<file path="config.mk">
export PLATFORM = sky130hd
export DESIGN_NAME = lsu_align_ctrl
export DESIGN_NICKNAME = d
export VERILOG_FILES = /design/src/rtl/lsu_pkg.sv /design/src/rtl/lsu_lane_shift.sv /design/src/rtl/lsu_align_ctrl.sv
export SDC_FILE = /design/constraint.sdc
export NUM_CORES = 1
export LEC_CHECK = 0
export ABC_AREA = 0
export CAP_MARGIN = 10
export CORE_UTILIZATION = 40
export CTS_CLUSTER_SIZE = 16
export DETAILED_ROUTE_END_ITERATION = 16
export GPL_TIMING_DRIVEN = 0
export PLACE_DENSITY_LB_ADDON = 0.15
export SLEW_MARGIN = 20
export SYNTH_ARGS = -nofsm -noshare
export SYNTH_HDL_FRONTEND = slang
export SYNTH_SLANG_ARGS = --single-unit
</file>
<file path="constraint.sdc">
create_clock -name clk -period 2.2 [get_ports clk]
set_input_delay 0.22 -clock clk [delete_from_list [all_inputs] [get_ports clk]]
set_output_delay 0.22 -clock clk [all_outputs]
set_load 0.02 [all_outputs]
</file>
<file path="src/rtl/lsu_pkg.sv">
// Shared definitions for the load/store alignment controller.
// Latency: n/a (constants, types and a pure function only).
// Backpressure: n/a.
package lsu_pkg;

    // RV32I load/store funct3 encodings
    localparam logic [2:0] F3_LB  = 3'b000;
    localparam logic [2:0] F3_LH  = 3'b001;
    localparam logic [2:0] F3_LW  = 3'b010;
    localparam logic [2:0] F3_LBU = 3'b100;
    localparam logic [2:0] F3_LHU = 3'b101;
    localparam logic [2:0] F3_SB  = 3'b000;
    localparam logic [2:0] F3_SH  = 3'b001;
    localparam logic [2:0] F3_SW  = 3'b010;

    // Access size, funct3[1:0]
    localparam logic [1:0] SZ_B   = 2'b00;
    localparam logic [1:0] SZ_H   = 2'b01;
    localparam logic [1:0] SZ_W   = 2'b10;
    localparam logic [1:0] SZ_ILL = 2'b11;

    typedef enum logic [2:0] {
        IDLE    = 3'd0,
        LD_WAIT = 3'd1,
        LD_LO   = 3'd2,
        LD_HI   = 3'd3,
        ST_HI   = 3'd4
    } lsu_state_t;

    // Right-justified byte mask for an access size; illegal size gives no bytes.
    function automatic logic [3:0] byte_mask(input logic [1:0] size);
        case (size)
            SZ_B:    byte_mask = 4'b0001;
            SZ_H:    byte_mask = 4'b0011;
            SZ_W:    byte_mask = 4'b1111;
            default: byte_mask = 4'b0000;
        endcase
    endfunction

endpackage

</file>
<file path="src/rtl/lsu_lane_shift.sv">
// Lane steering: 8-bit byte-enable window, store lane shift, 64-bit load funnel shift.
// Latency: purely combinational.
// Backpressure: none; the controller decides when results are used.
//
// Ports:
//  req_size/req_off : size and byte offset of the incoming request (store + enable path)
//  st_data          : right-justified store data
//  ld_size/ld_off   : size and offset latched for the load in flight
//  ld_lo/ld_hi      : lower / upper RAM word feeding the funnel shifter
//  be8              : byte enables across two consecutive words ([3:0] word A, [7:4] word A+1)
//  st_lanes         : store data shifted into lane position across the two words
//  ld_data          : right-justified load data, bytes beyond the access size cleared
//  misaligned       : access crosses into the next word
module lsu_lane_shift
    import lsu_pkg::*;
(
    input  logic [1:0]  req_size,
    input  logic [1:0]  req_off,
    input  logic [31:0] st_data,
    input  logic [1:0]  ld_size,
    input  logic [1:0]  ld_off,
    input  logic [31:0] ld_lo,
    input  logic [31:0] ld_hi,
    output logic [7:0]  be8,
    output logic [63:0] st_lanes,
    output logic [31:0] ld_data,
    output logic        misaligned
);

    logic [63:0] funnel;
    logic [3:0]  ld_mask;

    always_comb begin
        be8        = {4'b0000, byte_mask(req_size)} << req_off;
        st_lanes   = {32'h0, st_data} << {req_off, 3'b000};
        funnel     = {ld_hi, ld_lo} >> {ld_off, 3'b000};
        ld_mask    = byte_mask(ld_size);
        ld_data    = funnel[31:0] & {{8{ld_mask[3]}}, {8{ld_mask[2]}},
                                     {8{ld_mask[1]}}, {8{ld_mask[0]}}};
        // Any enable landing in the upper word means the access spills over.
        misaligned = |be8[7:4];
    end

endmodule

</file>
<file path="src/rtl/lsu_align_ctrl.sv">
// Load/store alignment controller between EX/MEM and a word-wide synchronous data RAM.
// Latency: aligned store 0 stall, aligned load 1 cycle, misaligned load 2 cycles, misaligned store 1 stall.
// Backpressure: req_ready is high only in IDLE; a multi-cycle access holds the pipeline off.
//
// Ports:
//  clk, rst                      : clock, synchronous active-high reset
//  req_valid/req_ready           : request handshake; req_we, req_addr, req_wdata, funct3 qualify it
//  rsp_valid/ld_data_tmp/ld_funct3 : load result pulse, right-justified raw data, its funct3
//  access_err                    : one-cycle pulse after accepting an illegal/unsupported access
//  mem_addr/mem_we/mem_re/mem_be/mem_wdata/mem_rdata : data RAM port (read data one cycle after mem_re)
module lsu_align_ctrl
    import lsu_pkg::*;
#(
    parameter int DEPTH_WORDS = 2048,
    parameter bit MISALIGN_EN = 1'b1
) (
    input  logic                           clk,
    input  logic                           rst,
    input  logic                           req_valid,
    input  logic                           req_we,
    input  logic [31:0]                    req_addr,
    input  logic [31:0]                    req_wdata,
    input  logic [2:0]                     funct3,
    output logic                           req_ready,
    output logic                           rsp_valid,
    output logic [31:0]                    ld_data_tmp,
    output logic [2:0]                     ld_funct3,
    output logic                           access_err,
    output logic [$clog2(DEPTH_WORDS)-1:0] mem_addr,
    output logic                           mem_we,
    output logic                           mem_re,
    output logic [3:0]                     mem_be,
    output logic [31:0]                    mem_wdata,
    input  logic [31:0]                    mem_rdata
);

    localparam int AW = $clog2(DEPTH_WORDS);

    lsu_state_t    state;
    logic [AW-1:0] word_q;
    logic [AW-1:0] word_plus1;
    logic [1:0]    off_q;
    logic [1:0]    size_q;
    logic [2:0]    f3_q;
    logic [31:0]   lo_q;
    logic [31:0]   st_hi_q;
    logic [3:0]    be_hi_q;
    logic          err_q;
    logic [31:0]   ld_data_q;
    logic [2:0]    ld_funct3_q;

    logic [31:0]   word_full;
    logic [AW-1:0] req_word;
    logic [1:0]    req_size;
    logic [1:0]    req_off;
    logic          accept;
    logic          req_err;
    logic [7:0]    be8;
    logic [63:0]   st_lanes;
    logic [31:0]   ld_data;
    logic          misaligned;
    logic [31:0]   funnel_lo;
    logic [31:0]   funnel_hi;

    assign req_size  = funct3[1:0];
    assign req_off   = req_addr[1:0];
    assign word_full = (req_addr >> 2) % DEPTH_WORDS;
    assign req_word  = word_full[AW-1:0];
    assign word_plus1 = (word_q == AW'(DEPTH_WORDS - 1)) ? '0 : word_q + 1'b1;

    assign req_ready = (state == IDLE);
    assign accept    = req_valid & req_ready & ~rst;
    assign req_err   = (req_size == SZ_ILL) | (misaligned & ~MISALIGN_EN);

    // Aligned loads funnel a single word; the split path pairs the latched low word
    // with the second read.
    assign funnel_lo = (state == LD_HI) ? lo_q : mem_rdata;
    assign funnel_hi = (state == LD_HI) ? mem_rdata : 32'h0;

    lsu_lane_shift u_lane_shift (
        .req_size   (req_size),
        .req_off    (req_off),
        .st_data    (req_wdata),
        .ld_size    (size_q),
        .ld_off     (off_q),
        .ld_lo      (funnel_lo),
        .ld_hi      (funnel_hi),
        .be8        (be8),
        .st_lanes   (st_lanes),
        .ld_data    (ld_data),
        .misaligned (misaligned)
    );

    // RAM port is driven combinationally so the first access issues in the accept cycle.
    // Reset suppresses every strobe so a dropped access never touches the RAM.
    always_comb begin
        mem_we    = 1'b0;
        mem_re    = 1'b0;
        mem_be    = 4'b0000;
        mem_wdata = 32'h0;
        mem_addr  = word_q;
        case (state)
            IDLE: begin
                mem_addr = req_word;
                if (req_valid && !rst && !req_err) begin
                    if (req_we) begin
                        mem_we    = 1'b1;
                        mem_be    = be8[3:0];
                        mem_wdata = st_lanes[31:0];
                    end else begin
                        mem_re = 1'b1;
                    end
                end
            end
            LD_LO: begin
                mem_addr = word_plus1;
                mem_re   = ~rst;
            end
            ST_HI: begin
                mem_addr  = word_plus1;
                mem_we    = ~rst;
                mem_be    = rst ? 4'b0000 : be_hi_q;
                mem_wdata = st_hi_q;
            end
            default: ;
        endcase
    end

    always_ff @(posedge clk) begin
        if (rst) begin
            state       <= IDLE;
            word_q      <= '0;
            off_q       <= 2'b00;
            size_q      <= 2'b00;
            f3_q        <= 3'b000;
            lo_q        <= 32'h0;
            st_hi_q     <= 32'h0;
            be_hi_q     <= 4'b0000;
            err_q       <= 1'b0;
            ld_data_q   <= 32'h0;
            ld_funct3_q <= 3'b000;
        end else begin
            err_q <= accept & req_err;
            case (state)
                IDLE: begin
                    if (accept && !req_err) begin
                        word_q <= req_word;
                        off_q  <= req_off;
                        size_q <= req_size;
                        if (req_we) begin
                            if (misaligned) begin
                                st_hi_q <= st_lanes[63:32];
                                be_hi_q <= be8[7:4];
                                state   <= ST_HI;
                            end
                        end else begin
                            f3_q  <= funct3;
                            state <= misaligned ? LD_LO : LD_WAIT;
                        end
                    end
                end
                LD_LO: begin
                    lo_q  <= mem_rdata;
                    state <= LD_HI;
                end
                LD_WAIT, LD_HI: begin
                    ld_data_q   <= ld_data;
                    ld_funct3_q <= f3_q;
                    state       <= IDLE;
                end
                ST_HI:   state <= IDLE;
                default: state <= IDLE;
            endcase
        end
    end

    // The response is presented straight from the RAM read in its cycle and then
    // held in the *_q copies so the outputs stay stable between responses.
    assign rsp_valid   = ~rst & ((state == LD_WAIT) | (state == LD_HI));
    assign ld_data_tmp = rsp_valid ? ld_data : ld_data_q;
    assign ld_funct3   = rsp_valid ? f3_q : ld_funct3_q;
    assign access_err  = err_q;

endmodule

</file>
==> metrics.cfg, run 1 <==
[synthesis]
async_flop_share = 0
syn_inst = 967
yosys.area.top_type_share = 0.316
synth-main-ff-cell = dfxtp_1
ys_ff_latch = 116
synth.most_common_cell = nand2_1
synth_common_cells = nand2_1 (233), dfxtp_1 (116), mux2i_1 (69), a21oi_1 (63), o21ai_0 (55)
synth_edf_count = 0
yosysSeqAreaShare = 0.316
avgSynthCellArea_um2 = 7.60
synth.net_count = 1076
yosysTopAreaCell = dfxtp_1
synth_cell_types = 65
synthTopCellsByArea = dfxtp_1 (32%), nand2_1 (12%), mux2i_1 (9.4%)
yosys_warnings = 0
syn_area_um2 = 7350

[clocking]
htreeDepth = 4
clockBufferDepth = 2
insertion_delay_ns = 0.43
numCtsBuffers = 17
cts_tree = built
clk_pin_slew_ns = 0.05
cts_root_buf = clkbuf_16
hold_buffers = 0
cts.sinks = 116

[critical_path]
r2r-start = state[0]
critPathLaunchType = register
crit_fanout = 5
slowest_stage = mux4_2
end_kind = output pin
regToRegEndpoint = lo_q[25]
cp_cell_sequence = buf_6, and3b_1, buf_6, buf_12, mux4_2, a21oi_4, nand2_2, buf_6
worst-setup-path-type = register to output pin
max_stage_delay_ns = 0.58
crit_required_ns = 1.98
r2r_slack_ns = 0.05
cp_common_cell = buf_6
r2r_cells = 8
critPathArrivalTime_ns = 2.35

[finish]
design_area_um2 = 12200
syn2layout_area_growth_pct = 65.7
multi_input_area_um2 = 5570
utilization = 0.678
seq_area_um2 = 2340
drive_gt1_frac = 0.355
fill_cells = 1433
diodes = 0
final_nets = 1360

[sta]
fin_crit_sh = 1.17
hold_slack_ns = 0.246
fmax_mhz = 389
period_needed_ns = 2.57
skew_ns = 0.00786
worst_pin_slew_ns = 0.788
setup_violations = 72
relSlewSlack = 0.475
drv_slew = 0
finalHoldViolations = 0
rsz0062_at_grt = yes
fin_ws_ns = -0.368

[run]
maxCapViolations = 0

[global_routing]
grt_pass1_wl_um = 44100
grt_pass1_vias = 8066
grt-ovfl-total = 0
grt.total_usage = 0.311
antenna_found_initial = 0
grt_max_degree = 17

[pwr]
internal_power_mw = 4.75
p_clk_frac = 0.472
leakage_nw = 4.97
peakVddDrop_mv = 0.578
switching_power_mw = 1.75
p_comb_frac = 0.189
p_sw_frac = 0.269
p_per_area_nw_per_um2 = 533
seqPwrFrac = 0.338

[drt]
routed_wirelength_um = 30500
first_iter_violations = 751
postRouteAntennaNets = 0
via_per_inst = 5.82
wl_per_cell_um = 20.4
vias = 8675
drc_errors = 0
firstDrtPassIters = 5

[placement]
placed_area_um2 = 9330
port-buffer-count = 168
pre_cts_ws_ns = -1.23
place_congestion = 0.894
dp_hpwl_um = 19800

[die]
start_util = 0.409
core_area_um2 = 18000
die_area_um2 = 18900
die_h_um = 138
io_pins = 190
die_w_um = 138
fp-row-count = 49

[min_path]
min_path_cells = 3
hold_class = input port to register
hold_path_end = be_hi_q[0]
hp-start = req_addr[0]

[run_status]
status = finished, violations left
violations = setup timing

[flip-flops by register name, summed over array words and instances (netlist names)]
register / flops
access_err: 1
be_hi_q: 3
f3_q: 3
ld_data_q: 32
ld_funct3_q: 3
lo_q: 32
off_q: 2
size_q: 2
st_hi_q: 24
state: 3
word_q: 11
[logic make-up (layout without fill, tap and decap cells)]
family / Yosys count / count (layout) / share of synthesized area
buffers and inverters: 85 / 380 / 0.0546
and+or+nand+nor: 454 / 454 / 0.289
xor gates and xnor gates: 1 / 1 / 0.00119
AOI/OAI and AO/OA: 213 / 213 / 0.185
DFF: 116 / 116 / 0.316
muxes: 92 / 92 / 0.144
adders and majority gates: 6 / 6 / 0.0102
[placed cells by master, fill, tap and decap left out, types with 19 or more instances in the layout]
master | netlist | layout
nand2_1 | 233 | 212
dfxtp_1 | 116 | 107
buf_6 | 7 | 94
buf_4 | 2 | 87
clkdlybuf4s50_1 | 0 | 80
mux2i_1 | 69 | 63
a21oi_1 | 63 | 59
nor2_1 | 47 | 44
nand2b_1 | 33 | 33
o21ai_0 | 55 | 27
nand3_1 | 48 | 23
nand3_2 | 1 | 21
clkbuf_1 | 41 | 19
clkbuf_16 | 0 | 19
[metal layers]
layer	part of all wire	wire length, um	GRT usage	up-vias
li1	-	-	-	3992
met1	0.42	12900	0.429	4098
met2	0.45	13800	0.479	513
met3	0.098	2970	0.0614	72
met4	0.026	784	0.108	0
met5	0	0	0	-
[repair_timing]
action / CTS / global route
setup endpoints to repair: 96 / 100
pin swaps: 51 / 50
gates resized for setup: 708 / 156
buffers inserted: 66 / 32
cloned: 5 / 1
[critical path: cells and delay by family (launching register included)]
kind	cells	cell delay, ns
muxes	1	0.58
buffers and inverters	4	0.52
DFF	1	0.34
and+or+nand+nor	2	0.25
AOI/OAI and AO/OA	1	0.22
[worst max-delay path by stage]
| stage | start | to | slack (ns) |
|---|---|---|---|
| floorplan | word_q[0] | mem_addr[4] | 0.02 |
| global placement | funct3[1] | mem_wdata[3] | -1.25 |
| detailed placement | funct3[1] | mem_wdata[3] | -1.23 |
| CTS | state[1] | ld_data_tmp[28] | -0.41 |
| global route | state[1] | ld_data_tmp[22] | -0.40 |
| finish | state[1] | ld_data_tmp[17] | -0.37 |
[area by class of cell]
cell class	instances	area share
Multi-Input combinational cell	766	0.458
Buffer	67	0.0458
Clock inverter	11	0.0150
Tap cell	229	0.0235
Sequential cell	116	0.192
Inverter	13	0.00462
Timing Repair Buffer	270	0.224
Clock buffer	19	0.0372
[metrics by stage]
stage | TNS (ns) | power, mW | std cells
finish | -13.87 | 6.50 | 1491
floorplan | 0 | 2.74 | 967
global placement | -81.90 | 3.18 | 1364
global route | -17.07 | 6.63 | 1491
detailed placement | -74.87 | 3.18 | 1364
CTS | -12.23 | 6.34 | 1463
[power groups by stage]
| stage | Clock [mW] | Combinational, mW | Sequential (mW) |
|---|---|---|---|
| 2_1_floorplan | 0 | 0.513 | 2.22 |
| 3_3_place_gp | 0 | 0.945 | 2.23 |
| 3_5_place_dp | 0 | 0.947 | 2.23 |
| 4_1_cts | 3.06 | 1.09 | 2.19 |
| 5_1_grt | 3.14 | 1.29 | 2.20 |
| 6_report | 3.07 | 1.23 | 2.20 |
Note: power is estimated with default switching activity, not from simulation.
==> inputs of run 2 (changes only) <==
--- a/config.mk
+++ b/config.mk
@@ -6,6 +6,7 @@
 export NUM_CORES = 1
 export LEC_CHECK = 0
 export ABC_AREA = 0
+export ABC_CLOCK_PERIOD_IN_PS = 2200
 export CAP_MARGIN = 10
 export CORE_UTILIZATION = 40
 export CTS_CLUSTER_SIZE = 16
@@ -15,4 +16,5 @@
 export SLEW_MARGIN = 20
 export SYNTH_ARGS = -nofsm -noshare
 export SYNTH_HDL_FRONTEND = slang
+export SYNTH_HIERARCHICAL = 1
 export SYNTH_SLANG_ARGS = --single-unit
==> run 2 against run 1 <==
- the flow still finishes with violations (setup timing)
- clock-buffer cell count increased by 2
- synthesized area increased by 9.2%
- non-clock buffer count decreased by 9
- critical path depth increased by 2
- die area increased by 9.0%
- clock skew increased by 0.0015 ns
- clock power decreased by 2%
- fmax decreased by 9.0%
==> metrics.cfg, run 2 <==
[die]
die_h_um = 144  ; +4.4%
die_area_um2 = 20600  ; +9.0%
core_area_um2 = 19600  ; +9.1%
start_util = 0.410  ; +0.000507
fp-row-count = 51  ; +4.1%
die_w_um = 144  ; +4.4%
io_pins = 190  ; unchanged

[finish]
syn2layout_area_growth_pct = 59.4
diodes = 0  ; unchanged
fill_cells = 1565  ; +9.2%
drive_gt1_frac = 0.364  ; +0.00932
top_regs = ld_data_q: 32 flops, lo_q: 32 flops, st_hi_q: 32 flops
final_nets = 1301  ; -4.3%
layout_common_cells = dfxtp_1 (120), nand2_1 (112), buf_6 (102), mux2i_1 (85), clkdlybuf4s50_1 (81)
utilization = 0.653  ; -0.0249
final_common_cell = dfxtp_1

[drt]
drc_errors = 0  ; unchanged
via_per_inst = 5.60  ; -3.7%
vias = 8235  ; -5.1%
first_iter_violations = 716  ; -4.7%
postRouteAntennaNets = 0  ; unchanged
wl_per_cell_um = 20.4  ; -0.13%
firstDrtPassIters = 6  ; +1
routed_wirelength_um = 30000  ; -1.5%

[critical_path]
critPathLaunchType = register
critPathArrivalTime_ns = 2.60  ; +0.25 ns
worst-setup-path-type = register to output pin
end_kind = output pin
crit_required_ns = 1.98  ; about the same
crit_fanout = 7  ; +2

[clocking]
clockBufferDepth = 2  ; unchanged
hold_buffers = 0  ; unchanged
cts_tree = built
cts.sinks = 125  ; +7.8%
clk_pin_slew_ns = 0.05  ; about the same
cts_root_buf = clkbuf_16
numCtsBuffers = 17  ; unchanged
insertion_delay_ns = 0.42  ; about the same
htreeDepth = 4  ; unchanged

[pwr]
leakage_nw = 5.34  ; +7.4%
switching_power_mw = 1.92  ; +9.4%
p_per_area_nw_per_um2 = 544  ; +2.1%
seqPwrFrac = 0.337  ; about the same
p_clk_frac = 0.434  ; -0.038
peakVddDrop_mv = 0.546  ; -5.6%
internal_power_mw = 5.05  ; +6.4%
p_sw_frac = 0.275  ; +0.00556
p_comb_frac = 0.229  ; +0.040

[sta]
fin_ws_ns = -0.621  ; -0.253 ns
fmax_mhz = 354  ; -9.0%
relSlewSlack = 0.458  ; -0.0173
rsz0062_at_grt = yes
timing.setup.tns_ns = -34.22  ; -20.35 ns
worst_pin_slew_ns = 0.807  ; +0.0197 ns
period_needed_ns = 2.82  ; +0.253 ns
fin_crit_sh = 1.28  ; +0.115
finalHoldViolations = 0  ; unchanged
setup_violations = 121  ; +68%
drv_slew = 0  ; unchanged
skew_ns = 0.00938  ; +0.00152 ns

[global_routing]
grtUsageMet3 = 0.0553  ; -0.00613
antenna_found_initial = 0  ; unchanged
grt_max_degree = 17  ; unchanged
grt-busiest-layer = met2
grt_pass1_vias = 7998  ; -0.84%
grt.total_usage = 0.287  ; -0.0240
grtUsageMet2 = 0.462  ; -0.0166
grt_pass1_wl_um = 44600  ; +1.1%
grt-ovfl-total = 0  ; unchanged
gr-usage-met1 = 0.381  ; -0.0481

[synthesis]
yosys_warnings = 6  ; +6
avgSynthCellArea_um2 = 8.64  ; +14%
syn_inst = 929  ; -3.9%
syn_area_um2 = 8030  ; +9.2%

[min_path]
hold_class = input port to register

[placement]
place_congestion = 0.923  ; +3.3%
dp_hpwl_um = 19700  ; -0.73%
port-buffer-count = 170  ; +1.2%

[run_status]
violations = setup timing
status = finished, violations left

[run]
maxCapViolations = 0  ; unchanged

==> run 2: worst max-delay path, stage by stage (launching register included) <==
cell and delay [ns]:
dfxtp_4 0.38, clkinv_8 0.05, nor3_4 0.20, buf_12 0.16
buf_8 0.12, buf_8 0.13, mux2_4 0.32, mux2i_1 0.21
o22ai_2 0.15, mux2_4 0.31, buf_6 0.13
==> run 2: metrics by stage <==
step / setup WS, ns / area, um^2 / cells / power (mW) / hold WS [ns]
final: -0.621 / 12800 / 1470 / 6.97 / 0.299
after global routing: -0.665 / 12800 / 1470 / 7.19 / 0.334
after CTS: -0.545 / 12200 / 1453 / 6.85 / 0.303
after global placement: -1.01 / 10200 / 1372 / 3.59 / 0.438
after detailed placement: -1.03 / 10200 / 1372 / 3.59 / 0.443
after floorplan: -0.0298 / 8200 / 937 / 3.09 / 0.356
==> run 2: worst paths after layout <==
| check | startpoint | endpoint | slack (ns) | cells past startpoint |
|---|---|---|---|---|
| worst max-delay path | state[0] | ld_data_tmp[12] | -0.62 | 10 |
| worst min register to register | lo_q[2] | lo_q[2] | 0.45 | 2 |
| worst min-delay path | funct3[1] | f3_q[1] | 0.30 | 3 |
| worst max register to register | state[0] | be_hi_q[2] | -0.06 | 14 |
==> run 2: layer usage <==
| metal | up-vias | share of wire |
|---|---|---|
| met5 | - | 0 |
| met4 | 0 | 0.024 |
| met3 | 55 | 0.068 |
| met2 | 357 | 0.47 |
| met1 | 3973 | 0.44 |
| li1 | 3850 | - |
==> run 2: timing repair <==
action / CTS / global route
setup endpoints to repair: 155 / 146
gates cloned: 5 / 3
pin swaps: 43 / 21
buffers inserted: 46 / 27
resized for setup: 679 / 120
==> run 2: cell type report <==
cell class                 instances  area, um^2  share of cell area
tap                              265         332              0.0259
inverter                          15        86.3             0.00675
timing repair buffer             243        2580               0.201
clock buffer                      21         460              0.0360
clock inverter                    11         165              0.0129
multi-input combinational        705        5960               0.466
sequential                       125        2520               0.197
buffer                            85         702              0.0549
==> run 2: power groups by stage <==
stage          clock network, mW  logic, mW  registers, mW
2_1_floorplan                  0      0.699           2.39
3_3_place_gp                   0       1.20           2.39
3_5_place_dp                   0       1.20           2.40
4_1_cts                     3.06       1.45           2.35
5_1_grt                     3.16       1.67           2.35
6_report                    3.02       1.59           2.35
==> inputs of run 3 (changes only) <==
--- a/config.mk
+++ b/config.mk
@@ -7,7 +7,6 @@
 export LEC_CHECK = 0
 export ABC_AREA = 0
 export ABC_CLOCK_PERIOD_IN_PS = 2200
-export CAP_MARGIN = 10
 export CORE_UTILIZATION = 40
 export CTS_CLUSTER_SIZE = 16
 export DETAILED_ROUTE_END_ITERATION = 16
==> results of run 3 <==
The final DEF is identical to that of run 2; final timing and power are the same.
